--- src/rtl/load_store_unit_if.sv ---
// Request/response and data-memory port bundle for the load/store unit.
// master = the unit itself, slave = CPU memory stage plus data memory.
interface load_store_unit_if;
    logic        req_valid;
    logic        req_ready;
    logic        req_write;
    logic [2:0]  req_funct3;
    logic [31:0] req_addr;
    logic [31:0] req_wdata;
    logic        resp_valid;
    logic [31:0] resp_rdata;
    logic        resp_fault;
    logic [31:0] mem_idx;
    logic [31:0] mem_write_data;
    logic        mem_write_enable;
    logic [31:0] mem_read_data;

    modport master (
        input  req_valid, req_write, req_funct3, req_addr, req_wdata,
        input  mem_read_data,
        output req_ready, resp_valid, resp_rdata, resp_fault,
        output mem_idx, mem_write_data, mem_write_enable
    );

    modport slave (
        output req_valid, req_write, req_funct3, req_addr, req_wdata,
        output mem_read_data,
        input  req_ready, resp_valid, resp_rdata, resp_fault,
        input  mem_idx, mem_write_data, mem_write_enable
    );
endinterface

--- src/rtl/load_store_unit.sv ---
// Load/store unit: word-memory master with sub-word extract and RMW stores.
// Define LSU_MISALIGN_FAULT_EN to fault misaligned accesses instead of aligning them.
module load_store_unit #(
    parameter int MEM_ADDR_BITS = 10
) (
    input  logic clk,
    input  logic reset,
    load_store_unit_if.master bus
);

    typedef enum logic [2:0] {IDLE, LOAD, MERGE, WRITE, FAULT} state_e;

    state_e      state_q, state_d;
    logic [31:0] addr_q, addr_d;
    logic [2:0]  funct3_q, funct3_d;
    logic [15:0] wdata_q, wdata_d;
    logic [31:0] merge_q, merge_d;
    logic        resp_valid_q, resp_valid_d;
    logic        resp_fault_q, resp_fault_d;
    logic [31:0] resp_rdata_q, resp_rdata_d;

    logic        accept;
    logic        legal;
    logic        out_of_range;
    logic        fault;
    logic [31:0] addr_al;
    logic [7:0]  ld_byte;
    logic [15:0] ld_half;
    logic [31:0] ld_val;
    logic [31:0] merge_val;

    always_comb begin
        accept = bus.req_valid & (state_q == IDLE);
        if (bus.req_write) begin
            legal = bus.req_funct3 inside {3'b000, 3'b001, 3'b010};
        end else begin
            legal = bus.req_funct3 inside {3'b000, 3'b001, 3'b010,
                                           3'b100, 3'b101};
        end
        out_of_range = (bus.req_addr >> MEM_ADDR_BITS) != 32'd0;
        addr_al = bus.req_addr;
`ifdef LSU_MISALIGN_FAULT_EN
        fault = ~legal | out_of_range
              | ((bus.req_funct3[1:0] == 2'b01) & bus.req_addr[0])
              | ((bus.req_funct3[1:0] == 2'b10) & (|bus.req_addr[1:0]));
`else
        // Misaligned accesses are silently rounded down to natural alignment.
        fault = ~legal | out_of_range;
        if (bus.req_funct3[1:0] == 2'b01) begin
            addr_al[0] = 1'b0;
        end else if (bus.req_funct3[1:0] == 2'b10) begin
            addr_al[1:0] = 2'b00;
        end
`endif
    end

    always_comb begin
        ld_byte = bus.mem_read_data[{addr_q[1:0], 3'b000} +: 8];
        ld_half = addr_q[1] ? bus.mem_read_data[31:16]
                            : bus.mem_read_data[15:0];
        case (funct3_q[1:0])
            2'b00:   ld_val = {{24{~funct3_q[2] & ld_byte[7]}}, ld_byte};
            2'b01:   ld_val = {{16{~funct3_q[2] & ld_half[15]}}, ld_half};
            default: ld_val = bus.mem_read_data;
        endcase
        merge_val = bus.mem_read_data;
        if (funct3_q[1:0] == 2'b00) begin
            merge_val[{addr_q[1:0], 3'b000} +: 8] = wdata_q[7:0];
        end else begin
            merge_val[{addr_q[1], 4'b0000} +: 16] = wdata_q;
        end
    end

    always_comb begin
        state_d      = state_q;
        addr_d       = addr_q;
        funct3_d     = funct3_q;
        wdata_d      = wdata_q;
        merge_d      = merge_q;
        resp_valid_d = 1'b0;
        resp_fault_d = 1'b0;
        resp_rdata_d = resp_rdata_q;
        case (state_q)
            IDLE: begin
                if (accept) begin
                    addr_d   = addr_al;
                    funct3_d = bus.req_funct3;
                    wdata_d  = bus.req_wdata[15:0];
                    // SW writes straight from here; SB/SH overwrite it in MERGE.
                    merge_d  = bus.req_wdata;
                    if (fault) begin
                        state_d = FAULT;
                    end else if (!bus.req_write) begin
                        state_d = LOAD;
                    end else if (bus.req_funct3[1:0] == 2'b10) begin
                        state_d = WRITE;
                    end else begin
                        state_d = MERGE;
                    end
                end
            end
            LOAD: begin
                resp_valid_d = 1'b1;
                resp_rdata_d = ld_val;
                state_d      = IDLE;
            end
            MERGE: begin
                merge_d = merge_val;
                state_d = WRITE;
            end
            WRITE: begin
                resp_valid_d = 1'b1;
                resp_rdata_d = 32'd0;
                state_d      = IDLE;
            end
            FAULT: begin
                resp_valid_d = 1'b1;
                resp_fault_d = 1'b1;
                resp_rdata_d = 32'd0;
                state_d      = IDLE;
            end
            default: state_d = IDLE;
        endcase
    end

    always_ff @(posedge clk) begin
        if (reset) begin
            state_q      <= IDLE;
            addr_q       <= 32'd0;
            funct3_q     <= 3'd0;
            wdata_q      <= 16'd0;
            merge_q      <= 32'd0;
            resp_valid_q <= 1'b0;
            resp_fault_q <= 1'b0;
            resp_rdata_q <= 32'd0;
        end else begin
            state_q      <= state_d;
            addr_q       <= addr_d;
            funct3_q     <= funct3_d;
            wdata_q      <= wdata_d;
            merge_q      <= merge_d;
            resp_valid_q <= resp_valid_d;
            resp_fault_q <= resp_fault_d;
            resp_rdata_q <= resp_rdata_d;
        end
    end

    always_comb begin
        bus.req_ready        = (state_q == IDLE);
        bus.resp_valid       = resp_valid_q;
        bus.resp_fault       = resp_fault_q;
        bus.resp_rdata       = resp_rdata_q;
        bus.mem_idx          = (state_q inside {LOAD, MERGE, WRITE})
                             ? {addr_q[31:2], 2'b00} : 32'd0;
        bus.mem_write_enable = (state_q == WRITE) & ~reset;
        bus.mem_write_data   = bus.mem_write_enable ? merge_q : 32'd0;
    end

endmodule

--- src/flat_wrapper.sv ---
// flat-port wrapper written by rule: the top's interface ports become plain ports
module load_store_unit_flat 
#(
    parameter int MEM_ADDR_BITS = 10
)
  (clk, reset, bus_req_valid, bus_req_write, bus_req_funct3, bus_req_addr, bus_req_wdata, bus_mem_read_data, bus_req_ready, bus_resp_valid, bus_resp_rdata, bus_resp_fault, bus_mem_idx, bus_mem_write_data, bus_mem_write_enable);
  load_store_unit_if bus_i ();
  input  logic clk;
  input  logic reset;
  input wire logic [$bits(bus_i.req_valid)-1:0] bus_req_valid;
  input wire logic [$bits(bus_i.req_write)-1:0] bus_req_write;
  input wire logic [$bits(bus_i.req_funct3)-1:0] bus_req_funct3;
  input wire logic [$bits(bus_i.req_addr)-1:0] bus_req_addr;
  input wire logic [$bits(bus_i.req_wdata)-1:0] bus_req_wdata;
  input wire logic [$bits(bus_i.mem_read_data)-1:0] bus_mem_read_data;
  output wire logic [$bits(bus_i.req_ready)-1:0] bus_req_ready;
  output wire logic [$bits(bus_i.resp_valid)-1:0] bus_resp_valid;
  output wire logic [$bits(bus_i.resp_rdata)-1:0] bus_resp_rdata;
  output wire logic [$bits(bus_i.resp_fault)-1:0] bus_resp_fault;
  output wire logic [$bits(bus_i.mem_idx)-1:0] bus_mem_idx;
  output wire logic [$bits(bus_i.mem_write_data)-1:0] bus_mem_write_data;
  output wire logic [$bits(bus_i.mem_write_enable)-1:0] bus_mem_write_enable;
  assign bus_i.req_valid = bus_req_valid;
  assign bus_i.req_write = bus_req_write;
  assign bus_i.req_funct3 = bus_req_funct3;
  assign bus_i.req_addr = bus_req_addr;
  assign bus_i.req_wdata = bus_req_wdata;
  assign bus_i.mem_read_data = bus_mem_read_data;
  assign bus_req_ready = bus_i.req_ready;
  assign bus_resp_valid = bus_i.resp_valid;
  assign bus_resp_rdata = bus_i.resp_rdata;
  assign bus_resp_fault = bus_i.resp_fault;
  assign bus_mem_idx = bus_i.mem_idx;
  assign bus_mem_write_data = bus_i.mem_write_data;
  assign bus_mem_write_enable = bus_i.mem_write_enable;
  load_store_unit #(.MEM_ADDR_BITS(MEM_ADDR_BITS)) u_core (.clk(clk), .reset(reset), .bus(bus_i));
endmodule
--- config.mk ---
export PLATFORM = sky130hd
export DESIGN_NAME = load_store_unit_flat
export DESIGN_NICKNAME = d
export VERILOG_FILES = /design/src/rtl/load_store_unit_if.sv /design/src/rtl/load_store_unit.sv /design/src/flat_wrapper.sv
export SDC_FILE = /design/constraint.sdc
export NUM_CORES = 1
export LEC_CHECK = 0
export ABC_AREA = 1
export BUFFER_PORTS_ARGS = -buffer_cell sky130_fd_sc_hd__buf_4
export CAP_MARGIN = 15
export CORE_ASPECT_RATIO = 0.7
export CORE_MARGIN = 2
export CORE_UTILIZATION = 52
export CTS_CLUSTER_SIZE = 20
export DETAILED_ROUTE_END_ITERATION = 6
export PLACE_DENSITY = 0.86
export SLEW_MARGIN = 15
export SYNTH_ARGS = -nofsm -noshare
export SYNTH_HDL_FRONTEND = slang
export SYNTH_SLANG_ARGS = --single-unit
--- constraint.sdc ---
create_clock -name clk -period 2.1 [get_ports clk]
set_input_delay 0.315 -clock clk [delete_from_list [all_inputs] [get_ports clk]]
set_output_delay 0.315 -clock clk [all_outputs]
set_load 0.03 [all_outputs]
## After elaboration in Yosys (flattened, before gate mapping)

Index checks and enable logic that the tools add are counted.
Widths: inputs -> output; s select.

| storage, ports and cells | value |
|---|---|
| logic and storage cells | 69 |
| input bits | 103 |
| memory bits (read-only) | 0 |
| bits in latches | 0 |
| output and inout port bits | 100 |
| register bits | 120 |
| memories kept | 0 |
| memory bits (writable) | 0 |

| operators by class | value |
|---|---|
| mux-type cells | 21 |
| multipliers | 0 |
| reduce and logical (&&, ||, !) cells | 13 |
| $lt $le $gt $ge | 0 |
| shift operators | 5 |
| equality and inequality tests | 12 |
| $add $sub $neg | 2 |
| div/mod/pow operators | 0 |
| bitwise logic cells | 8 |

Operators by type and width:

| operator | number |
|---|---|
| $pmux 32 s2 | 3 |
| $mux 32 | 4 |
| $bwmux 32 | 2 |
| $reduce_bool 32->1 | 1 |
| $shift 16x7->32 const A | 1 |
| $shift 8x7->32 const A | 1 |
| $shiftx 16x7->32 | 1 |
| $shiftx 32x6->8 | 1 |
| $shiftx 8x7->32 | 1 |
| $mux 16 | 1 |
| $neg 5->7 | 2 |
| $eq 3x2->1 const B | 3 |
| $eq 3x3->1 const B | 3 |
| $mux 3 | 3 |
| $eq 3x1->1 const B | 2 |
| $logic_not 3->1 | 2 |
| $mux 1 | 6 |
| $pmux 3 s2 | 1 |
| $reduce_bool 3->1 | 2 |
| $reduce_bool 5->1 | 1 |
| $and 1x1->1 | 4 |
| $eq 2x1->1 const B | 2 |
| $reduce_and 2->1 | 2 |
| $reduce_bool 2->1 | 2 |
| other kinds (8) | 10 |

## Logic depth before layout (Yosys ltp)

| logic depth | value |
|---|---|
| depth after elaboration | 8 |
| gate-level depth with buffers | 11 |
| gate-level depth less buffers | 9 |

## Worst setup path before layout

OpenSTA, ideal clock, no wires.

| timing path | value |
|---|---|
| kind | register -> output |
| from | register u_core.state_q[1] |
| to | output port bus_mem_write_data[10] |
| stages on the path, launching flop included | 7 |
| buffers on the path | 2 |
| data required time | 1.785 ns |
| setup slack | -0.320 ns |
| arrival | 2.105 ns |
| cells stage by stage | dfxtp_1 buf_2 nand2_1 nor3_1 inv_1 clkbuf_1 nor2_1 |

| between the ends | value |
|---|---|
| word-level cells in the longest chain between the ends | 3 |

RTL lines:

| what | line | text |
|---|---|---|
| start, declared | load_store_unit.sv:13 | `state_e state_q, state_d;` |
| start signal, assigned | load_store_unit.sv:137 | `state_q <= state_d;` |
| $eq 3x2->1 | load_store_unit.sv:155 | `bus.mem_write_enable = (state_q == WRITE) & ~reset;` |
| $and 1x1->1 | load_store_unit.sv:155 |  |
| named net bus_mem_write_enable | flat_wrapper.sv:22 | `output wire logic [$bits(bus_i.mem_write_enable)-1:0] bus_mem_write_enable;` |
| $mux 32 | load_store_unit.sv:156 | `bus.mem_write_data = bus.mem_write_enable ? merge_q : 32'd0;` |
| end, declared | flat_wrapper.sv:21 | `output wire logic [$bits(bus_i.mem_write_data)-1:0] bus_mem_write_data;` |

The timed path passes the listed nets, and every way through them passes these cells.

## Final worst setup path

| timing path | value |
|---|---|
| from | register u_core.state_q[1] |
| to | output port bus_mem_write_data[15] |

| between the ends | value |
|---|---|
| word-level cells in the longest chain between the ends | 3 |

RTL lines:

| what | line |
|---|---|
| $eq 3x2->1 | load_store_unit.sv:155 |
| $and 1x1->1 | load_store_unit.sv:155 |
| $mux 32 | load_store_unit.sv:156 |

Every way passes these cells.

==> impl_metrics.py <==
metrics = {
    "finish": {
        "fin_nets": 1343,
        "drive_gt1_share_pct": 24.3,
        "utilization_pct": 71.6,
        "fillers": 1044,
        "antennaDiodeCount": 0,
        "multi_input_area_sq_um": 3660,
        "regArea_sq_um": 2410,
        "syn_to_final_growth_pct": 33.1,
    },
    "clock_tree": {
        "clk_path_buf_depth": 2,
        "cts-buffers-inserted": 17,
        "clkTransAtPathRegs_ns": 0.06,
        "cts_tree": "built",
        "clk_latency_ns": 0.42,
        "htreeDepth": 4,
        "post-cts-setup-buffers": 0,
        "cts_sinks": 120,
        "root_buffer": "clkbuf_16",
    },
    "global_routing": {
        "grt_pass1_vias": 7102,
        "groute.usage.overall_pct": 32.3,
        "grt_pass1_wl_um": 36100,
        "grt_start_max_net_pins": 61,
        "grt.overflow.total": 0,
        "antenna_found_initial": 0,
    },
    "logic_synthesis": {
        "synth-seq-cells": 120,
        "syn_area_sq_um": 6750,
        "synth_flop_cell": "dfxtp_1",
        "synth_edf_count": 0,
        "synth_top_cell_area_share_pct": 35.6,
        "async_reset_ff_share_pct": 0,
        "postSynthCellCount": 1061,
        "yosys-top-cells-count": "240 x nand2_1, 127 x nor2_1, 124 x a21oi_1",
        "yosys_warnings": 0,
        "netlist_top_cells_area": "dfxtp_1 36%, nand2_1 13%, a21oi_1 9.2%, o21ai_0 8.7%, nor2_1 7.1%",
        "yosysUniqueCellTypes": 33,
        "synth.yosys.seq_area_share_pct": 35.6,
        "synth_top_area_cell": "dfxtp_1",
        "yosysMostFrequentCell": "nand2_1",
        "synth.avg_cell_area_sq_um": 6.36,
    },
    "drt": {
        "drt-total-wl_um": 22800,
        "vias": 7801,
        "wire_per_inst_um": 16.2,
        "drtPass1Iterations": 6,
        "drc": 0,
        "avgViaCountPerCell": 5.53,
        "ant_nets": 0,
        "drt_iter0_markers": 997,
    },
    "placed_design": {
        "gp_congestion": 0.968,
        "place_hpwl_um": 16100,
        "portBuffers": 200,
        "dp_slack_ns": 0.117,
    },
    "floorplanning": {
        "ios": 203,
        "fp.dieW_um": 140,
        "chipHeight_um": 99.3,
        "dieArea_sq_um": 13900,
        "rows": 34,
        "design.core.area_sq_um": 12500,
        "start_util_pct": 53.8,
    },
    "timing": {
        "setup_violations": 0,
        "max_clock_freq_mhz": 499,
        "finClkSkew_ns": 0.00982,
        "rsz0062_at_grt": "false",
        "setup_slack_ns": 0.0949,
        "hold_viol_final": 0,
        "tns_ns": 0,
        "fin_crit_ns": 2.01,
        "fin_crit_sh_pct": 95.5,
        "worstMarginPinSlew_ns": 0.633,
        "slew_headroom_pct": 57.7,
        "finalMaxSlewViolations": 0,
    },
    "worst_setup_path": {
        "crit_path_start_kind": "flop",
        "arrival_ns": 1.69,
        "crit_type": "flop to output port",
        "reg2reg_slack_ns": 0.23,
        "worstPathRequired_ns": 1.78,
        "cp_max_fo": 32,
        "end_kind": "output port",
    },
    "status": {
        "status": "finished, final reports clean",
    },
    "power": {
        "p_per_area_nw_per_um2": 747,
        "peakVddDrop_uv": 607,
        "leakagePower_nw": 3.93,
    },
    "run": {
        "max-cap-violations": 0,
    },
    "hold_path": {
        "hold_class": "input port to flop",
    },
}
area by class of cell:
class	instances	area share [%]
Multi-Input combinational cell	773	40.7
Sequential cell	120	26.8
Timing Repair Buffer	226	19.1
Clock buffer	17	4.74
Inverter	97	4.19
Tap cell	162	2.26
Clock inverter	15	2.24
layout by cell type (no fill, tap or decap), drive strengths merged:
cell type / instances
nand3: 74
conb: 2
a21oi: 134
clkinv: 6
nand2: 257
clkbuf: 17
nand4: 2
bufinv: 4
clkinvlp: 3
o211ai: 7
dfxtp: 120
nor4: 1
nor2: 131
a211oi: 2
o21bai: 8
nor3: 1
o21ai: 131
ha: 5
a31oi: 18
buf: 226
inv: 99
registers in the layout, summed over array words and instances, names as in the netlist:
name and flops:
u_core.wdata_q 16, u_core.state_q 3, u_core.merge_q 32, u_core.funct3_q 3, u_core.bus.resp_valid 1, u_core.bus.resp_rdata 32
u_core.addr_q 32, u_core.bus.resp_fault 1
critical path, stage by stage (launching register included):
cell and delay (ns):
dfxtp_4 0.41, nand2_1 0.08, nor3_2 0.18, inv_1 0.08, buf_6 0.19, nor2_1 0.14
buf_4 0.18
path summary, 6_finish.rpt:
path | start | endpoint | cells past startpoint
worst min register to register | u_core.addr_q[22] | u_core.addr_q[22] | 2
worst min-delay path | bus_req_addr[4] | u_core.addr_q[4] | 3
worst max-delay path | u_core.state_q[1] | bus_mem_write_data[15] | 6
worst max register to register | u_core.state_q[2] | u_core.addr_q[18] | 7
report_power, final:
part,internal [mW],switching (mW),leakage (nW),total (mW)
logic,0.396,0.723,2.64,1.12
registers,2.39,0.0696,0.987,2.46
clock network,1.99,1.14,0.300,3.12
total,4.78,1.93,3.93,6.71
cells by family after synthesis:
kind of cell | count (synthesis) | synth area share, %
other cells | 1 | 0.0555
flops | 120 | 35.6
buf+inv | 169 | 10.6
compound gates | 300 | 23.8
simple gates | 466 | 29.1
fa+ha+maj | 5 | 0.927
per-stage QoR:
stage	cell area (sq um)	hold WS (ns)	power, mW	std cells
floorplan	6760	0.430	3.21	1062
global placement	8340	0.439	3.57	1378
detailed placement	8340	0.443	3.58	1378
CTS	8970	0.169	6.67	1410
global route	8980	0.189	6.94	1410
finish	8980	0.172	6.71	1410
timing repair:
item                                    CTS  global route
gates resized for setup                   2             5
hold buffers                              0             0
gates cloned                              0             0
endpoints found under the setup margin   32            41
endpoints found under the hold margin     0             0
layer usage:
| layer | share of wire, % | vias to the layer above | wire length (um) | GRT usage (%) |
|---|---|---|---|---|
| met1 | 43 | 3494 | 9940 | 44.3 |
| li1 | - | 3798 | - | - |
| met3 | 11 | 48 | 2560 | 8.23 |
| met4 | 2.2 | 0 | 500 | 10.8 |
| met5 | 0 | - | 0 | 0 |
| met2 | 43 | 461 | 9850 | 49.8 |
(Power assumes the default switching activity.)
